[src/rtl/float_accum_seq.sv]
// rtl/float_accum_seq.sv - streams a packet of floats through a shared adder into one registered sum
module float_accum_seq #(
    parameter int EXP_WIDTH = 8,
    parameter int SFD_WIDTH = 7,
    parameter int CNT_WIDTH = 8
) (
    input  logic                           clk,
    input  logic                           rst,
    input  logic                           in_valid,
    output logic                           in_ready,
    input  logic [EXP_WIDTH+SFD_WIDTH:0]   in_data,
    input  logic                           in_last,
    output logic                           out_valid,
    input  logic                           out_ready,
    output logic [EXP_WIDTH+SFD_WIDTH:0]   out_data,
    output logic [CNT_WIDTH-1:0]           out_count,
    output logic [EXP_WIDTH+SFD_WIDTH:0]   add_a,
    output logic [EXP_WIDTH+SFD_WIDTH:0]   add_b,
    input  logic [EXP_WIDTH+SFD_WIDTH:0]   add_sum
);

    localparam int W = EXP_WIDTH + SFD_WIDTH + 1;

    typedef enum logic [1:0] {
        IDLE  = 2'd0,
        ACCUM = 2'd1,
        HOLD  = 2'd2
    } state_t;

    state_t               state, state_next;
    logic [W-1:0]         acc, acc_next;
    logic [CNT_WIDTH-1:0] cnt, cnt_next, cnt_sat;
    logic                 out_valid_next;
    logic [W-1:0]         out_data_next;
    logic [CNT_WIDTH-1:0] out_count_next;
    logic                 in_fire;

    assign in_ready = ~rst & (state != HOLD);
    assign in_fire  = in_valid & in_ready;
    assign add_a    = acc;
    assign add_b    = in_data;
    // Beat count sticks at all-ones; the sum itself keeps accumulating.
    assign cnt_sat  = (cnt == {CNT_WIDTH{1'b1}}) ? cnt : cnt + 1'b1;

    always_comb begin
        state_next     = state;
        acc_next       = acc;
        cnt_next       = cnt;
        out_valid_next = out_valid;
        out_data_next  = out_data;
        out_count_next = out_count;
        case (state)
            IDLE, ACCUM: begin
                if (in_fire) begin
                    if (in_last) begin
                        out_data_next  = add_sum;
                        out_count_next = cnt_sat;
                        out_valid_next = 1'b1;
                        acc_next       = '0;
                        cnt_next       = '0;
                        state_next     = HOLD;
                    end else begin
                        acc_next   = add_sum;
                        cnt_next   = cnt_sat;
                        state_next = ACCUM;
                    end
                end
            end
            HOLD: begin
                if (out_valid & out_ready) begin
                    out_valid_next = 1'b0;
                    state_next     = IDLE;
                end
            end
            default: state_next = IDLE;
        endcase
    end

    always_ff @(posedge clk) begin
        if (rst) begin
            state     <= IDLE;
            acc       <= '0;
            cnt       <= '0;
            out_valid <= 1'b0;
            out_data  <= '0;
            out_count <= '0;
        end else begin
            state     <= state_next;
            acc       <= acc_next;
            cnt       <= cnt_next;
            out_valid <= out_valid_next;
            out_data  <= out_data_next;
            out_count <= out_count_next;
        end
    end

endmodule

[config.mk]
export PLATFORM = sky130hd
export DESIGN_NAME = float_accum_seq
export DESIGN_NICKNAME = d
export VERILOG_FILES = /design/src/rtl/float_accum_seq.sv
export SDC_FILE = /design/constraint.sdc
export NUM_CORES = 1
export LEC_CHECK = 0
export CAP_MARGIN = 20
export CELL_PAD_IN_SITES_DETAIL_PLACEMENT = 0
export CELL_PAD_IN_SITES_GLOBAL_PLACEMENT = 2
export CORE_MARGIN = 8
export CORE_UTILIZATION = 22
export CTS_CLUSTER_DIAMETER = 50
export DETAILED_ROUTE_END_ITERATION = 8
export GPL_TIMING_DRIVEN = 0
export PLACE_DENSITY_LB_ADDON = 0.1
export SYNTH_ARGS = -nofsm -noshare
export SYNTH_HDL_FRONTEND = slang
export SYNTH_SLANG_ARGS = --single-unit
[constraint.sdc]
create_clock -name clk -period 1.85 [get_ports clk]
set_input_delay 0.37 -clock clk [delete_from_list [all_inputs] [get_ports clk]]
set_output_delay 0.37 -clock clk [all_outputs]
set_load 0.02 [all_outputs]
# Word-level counts from Yosys, hierarchy flattened
# Index checks and enable logic that the tools add are counted.
# Widths: inputs -> output; s select.
# totals
regBits,51
in_bits,37
out_inout_bits,58
wordCells,36
# op_classes
addsub,1
n_eq_ne,7
mux,11
bitwise,4
reduce_logical,7
# op_table
operator,count
$mux 16,1
$mux 8,2
$add 8x1->8 const B,1
$eq 8x8->1 const B,1
$ne 2x2->1 const B,4
$mux 2,3
$pmux 2 s2,1
$reduce_and 2->1,2
$reduce_and 4->1,1
$and 1x1->1,3
$mux 1,3
$reduce_and 3->1,1
$eq 2x1->1 const B,1
$eq 2x2->1 const B,1
$logic_not 2->1,1
$pmux 1 s2,1
$reduce_bool 2->1,1
$reduce_or 2->1,1
$not 1->1,1

# Longest topological paths before layout
# depth
depth_word,5
ltp_mapped,8
depth_no_buf,5

# Worst setup path after synthesis
# No wires, ideal clock.
# synth_path
kind,input-to-reg
startpoint,input port rst
endpoint,register cnt[5]
setup_time_ps,135
arrival_ps,1386
t_required_ps,1715
path_slack_ps,328
cell_stages,6
path_buffers,3
cell_sequence,buf_6 > or3b_1 > buf_2 > clkbuf_1 > nor3_1 > nor4_1
# synth_between
elab_chain_cells,4
# synth_lines
element,line_no,text
start: declaration,8,"input logic rst,"
$not 1->1,38,assign in_ready = ~rst & (state != HOLD);
$and 1x1->1,38,
$and 1x1->1,39,assign in_fire = in_valid & in_ready;
$reduce_and 2->1 (no source line),n/a,
end signal: assignment,90,cnt <= cnt_next;
end: declaration,32,"logic [CNT_WIDTH-1:0] cnt, cnt_next, cnt_sat;"
# Parallel ways exist; a longest one is shown, timed or not.
# A chain may end at the register's enable or synchronous reset.

# Worst setup path in the final report
# layout_path
startpoint,register state[1]
endpoint,output port in_ready
# layout_between
elab_chain_cells,2
# layout_lines
element,line_no,text
start: declaration,30,"state_t state, state_next;"
start signal: assignment,88,state <= state_next;
$ne 2x2->1,38,
$and 1x1->1,38,
end: declaration,10,"output logic in_ready,"
# No other way between the ends.

==> impl_results.md <==
- Synthesis Warnings: 0
- WHS Endpoint: state[0]
- Hold wc startpoint: rst
- Die Span X: about 120 um
- Pins over their slew limit: 0
- Port Buf Inserts: 77
- GRT overflow: 0
- Status: completed
- Rows: 36
- Via/cell ratio: approximately 4.3
- RSZ-0062 raised after global routing: false
- Hold slack: 289 ps
- Worst Max-Slew Pin Slew: between 600 and 700 ps
- Power, Total: 0.00233 W
- Core area: ~0.0096 mm^2
- FMAX: 589 MHz
- Synth top area cells: dfxtp_1 47%, nand2_1 10%, a21oi_1 10%
- Yosys top cell area share: 0.473
- Post-DP HPWL: about 5.4 mm
- Largest net degree at the start of global routing: 18
- Main synth FF type: dfxtp_1
- Total Negative Setup Slacks: 0 ps
- Seq cells post-synth: 51
- Max stage delay on crit path: roughly 420 ps
- Diodes inserted: 0
- CP Launch Type: register
- Max Cap Violations: 0
- Routability cong.: about 0.76
- # hold bufs at CTS: 0
- CP Cell Sequence: nor2b_2 -> nor2_1 -> dlygate4sd2_1
- Final Hold Vio Count: 0
- Final setup fails: 0
- First-pass GRT wire length: around 11 mm
- Sequential fraction of the synthesis area: 0.473
- CTS Buf Count: 5
- Slew Limit Headroom: 0.557
- CTS Sinks: 51
- RR Endpoint: out_count[6]
- Period utilization: 0.918
- Tmin final: 1700 ps
- Drt wl/cell: between 15 and 20 um
- Drt total wl: approximately 7.3 mm
- Post-synth EDFFs: 0
- H-tree levels: 2
- I/O pins: 95
- Starting Density: 0.224
- Share of layout cells above drive strength 1: 0.126
- Post-route ant nets: 0
- CTS clk-pin slew, worst paths: ~100 ps
- Unique cell type count in the Yosys netlist: 35
- Total global-route track usage: 0.108
- CP endpoint kind: output port
- Worst Reg-to-Reg Cells: 5
- Area Overhead vs Synth: 50.1%
- DP Worst Slack: -582 ps
- Switch share: 0.263
- Post-Syn Area: approximately 0.0022 mm^2
- Most common cell after layout, fill and taps aside: clkdlybuf4s50_1
- Clock root cell: clkbuf_8
- Worst r2r src: cnt[0]
- Synthesized area per cell: just over 8 um^2
- Fin nets: 386
- Cells after Synth: 264
- Clock tree buffer depth: 2
- P_sw: ~0.00061 W
- Setup WS post-layout: 152 ps
- Flop2flop setup slack: between 150 and 200 ps
- WP data required: approximately 1500 ps
- FFs w/ async S/R, synth: 0
- Power Dens Cells: around 700 mW/mm^2
- Clock power share: 0.346
- Initial antenna violation count: 0
- Maximum VDD drop: between 0.0003 and 0.0004 V
- Hold path cells: 2
- Post-synth top area cell: dfxtp_1
- TritonCTS clock tree: built
- Vias: between 2000 and 2500
- Worst hold-check path type: in2reg
- CP Class: reg2out
- Most frequent cells in the layout: 75 x clkdlybuf4s50_1, 58 x nand2_1, 51 x dfxtp_1
- Net Count, Synth: 302
- Cell Int Power: roughly 0.0017 W
- Final setup skew: about 13 ps
- DR DRC count: 0
- Skew-Pair Late Insertion Delay: approximately 310 ps
- Seq pwr share: 0.493
- Slowest-stage cell, CP: dfxtp_1
- Vias in the first global route: 2072
- Die Height: between 100 and 150 um
- Initial drt markers: between 80 and 90
- P_leak: 1.10 nW
- Die area: 0.0132 mm^2
- Worst-path fanout max: 4
- Combinational Power Share: 0.161
- Pre-antenna DRT Iters: 4
- Arrival time at the worst endpoint: roughly 1300 ps
==> power by group through the flow <==
stage / Clock (W) / Combinational (W) / Sequential [W]
floorplan: 0 / 0.000154 / 0.00121
global placement: 0 / 0.000377 / 0.00117
detailed placement: 0 / 0.000377 / 0.00117
CTS: 0.000854 / 0.000381 / 0.00115
global route: 0.000886 / 0.000404 / 0.00115
finish: 0.000806 / 0.000375 / 0.00115
==> state kept, by name (all words and copies together) (netlist names) <==
name / flops
add_a: 16
out_data: 16
cnt: 8
out_count: 8
state: 2
out_valid: 1
==> cell families (layout without fill, tap and decap cells) <==
family,count (synthesis),after routing,share of synthesized area
adders and majority gates,1,1,0.00580
buffers and inverters,38,123,0.106
and+or+nand+nor,109,109,0.237
muxes,1,1,0.00464
xor gates and xnor gates,3,3,0.0122
DFF,51,51,0.473
AOI/OAI and AO/OA,61,61,0.162
==> metrics by stage <==
stage,utilization,instances,area (um^2)
floorplan,-,264,2160
global placement,0.321,474,3100
detailed placement,0.321,474,3100
global route,0.336,482,3240
finish,0.336,482,3240
CTS,0.335,482,3230
==> timing repair <==
action                     4_1_cts  5_1_grt
setup buffers                    0        1
resized for setup                8       10
pin swaps                        0        0
setup endpoints to repair       41       38
gates cloned                     0        0
==> area by class of cell <==
class / instances / area, um^2
plain buffers: 35 / 228
flip-flops and latches: 51 / 1020
repair buffers: 78 / 779
inverters: 2 / 7.51
clock inverters: 3 / 46.3
fillers: 1057 / 6400
multi-input cells: 175 / 922
well taps: 133 / 166
clock buffers: 5 / 68.8
==> cell usage after synthesis (all sizes together), types with 2 or more instances <==
library cell and number:
a211oi 2, nand2 59, nor3b 2, and4 3, nand3 19, xnor2 2, o21ai 3, dfxtp 51
nor3 6, nor4 3, inv 2, buf 22, a21oi 44, nor2 10, and3 2, a311oi 3
o211ai 4, clkbuf 14, nand3b 2
==> routing by layer <==
layer | routed length [um] | part of all wire | GRT usage | vias up
li1 | - | - | - | 1057
met2 | 3370 | 0.46 | 0.182 | 69
met5 | 0 | 0 | 0 | -
met4 | 72 | 0.0099 | 0.0368 | 0
met3 | 565 | 0.078 | 0.0315 | 5
met1 | 3260 | 0.45 | 0.129 | 924
==> critical path: cells and delay by family (launching register included) <==
kind,cells,cell delay (ps)
simple gates,2,280
flops,1,420
buf+inv,1,330
==> worst max-delay path by stage <==
stage / start / end / slack (ps) / cells past startpoint
finish: state[1] / in_ready / 150 / 3
global route: cnt[0] / out_count[6] / 10 / 5
CTS: in_valid / cnt[3] / 20 / 5
detailed placement: in_last / add_a[13] / -580 / 6
global placement: in_last / add_a[13] / -580 / 6
floorplan: rst / cnt[5] / 330 / 6
Note: power is estimated with default switching activity, not from simulation.
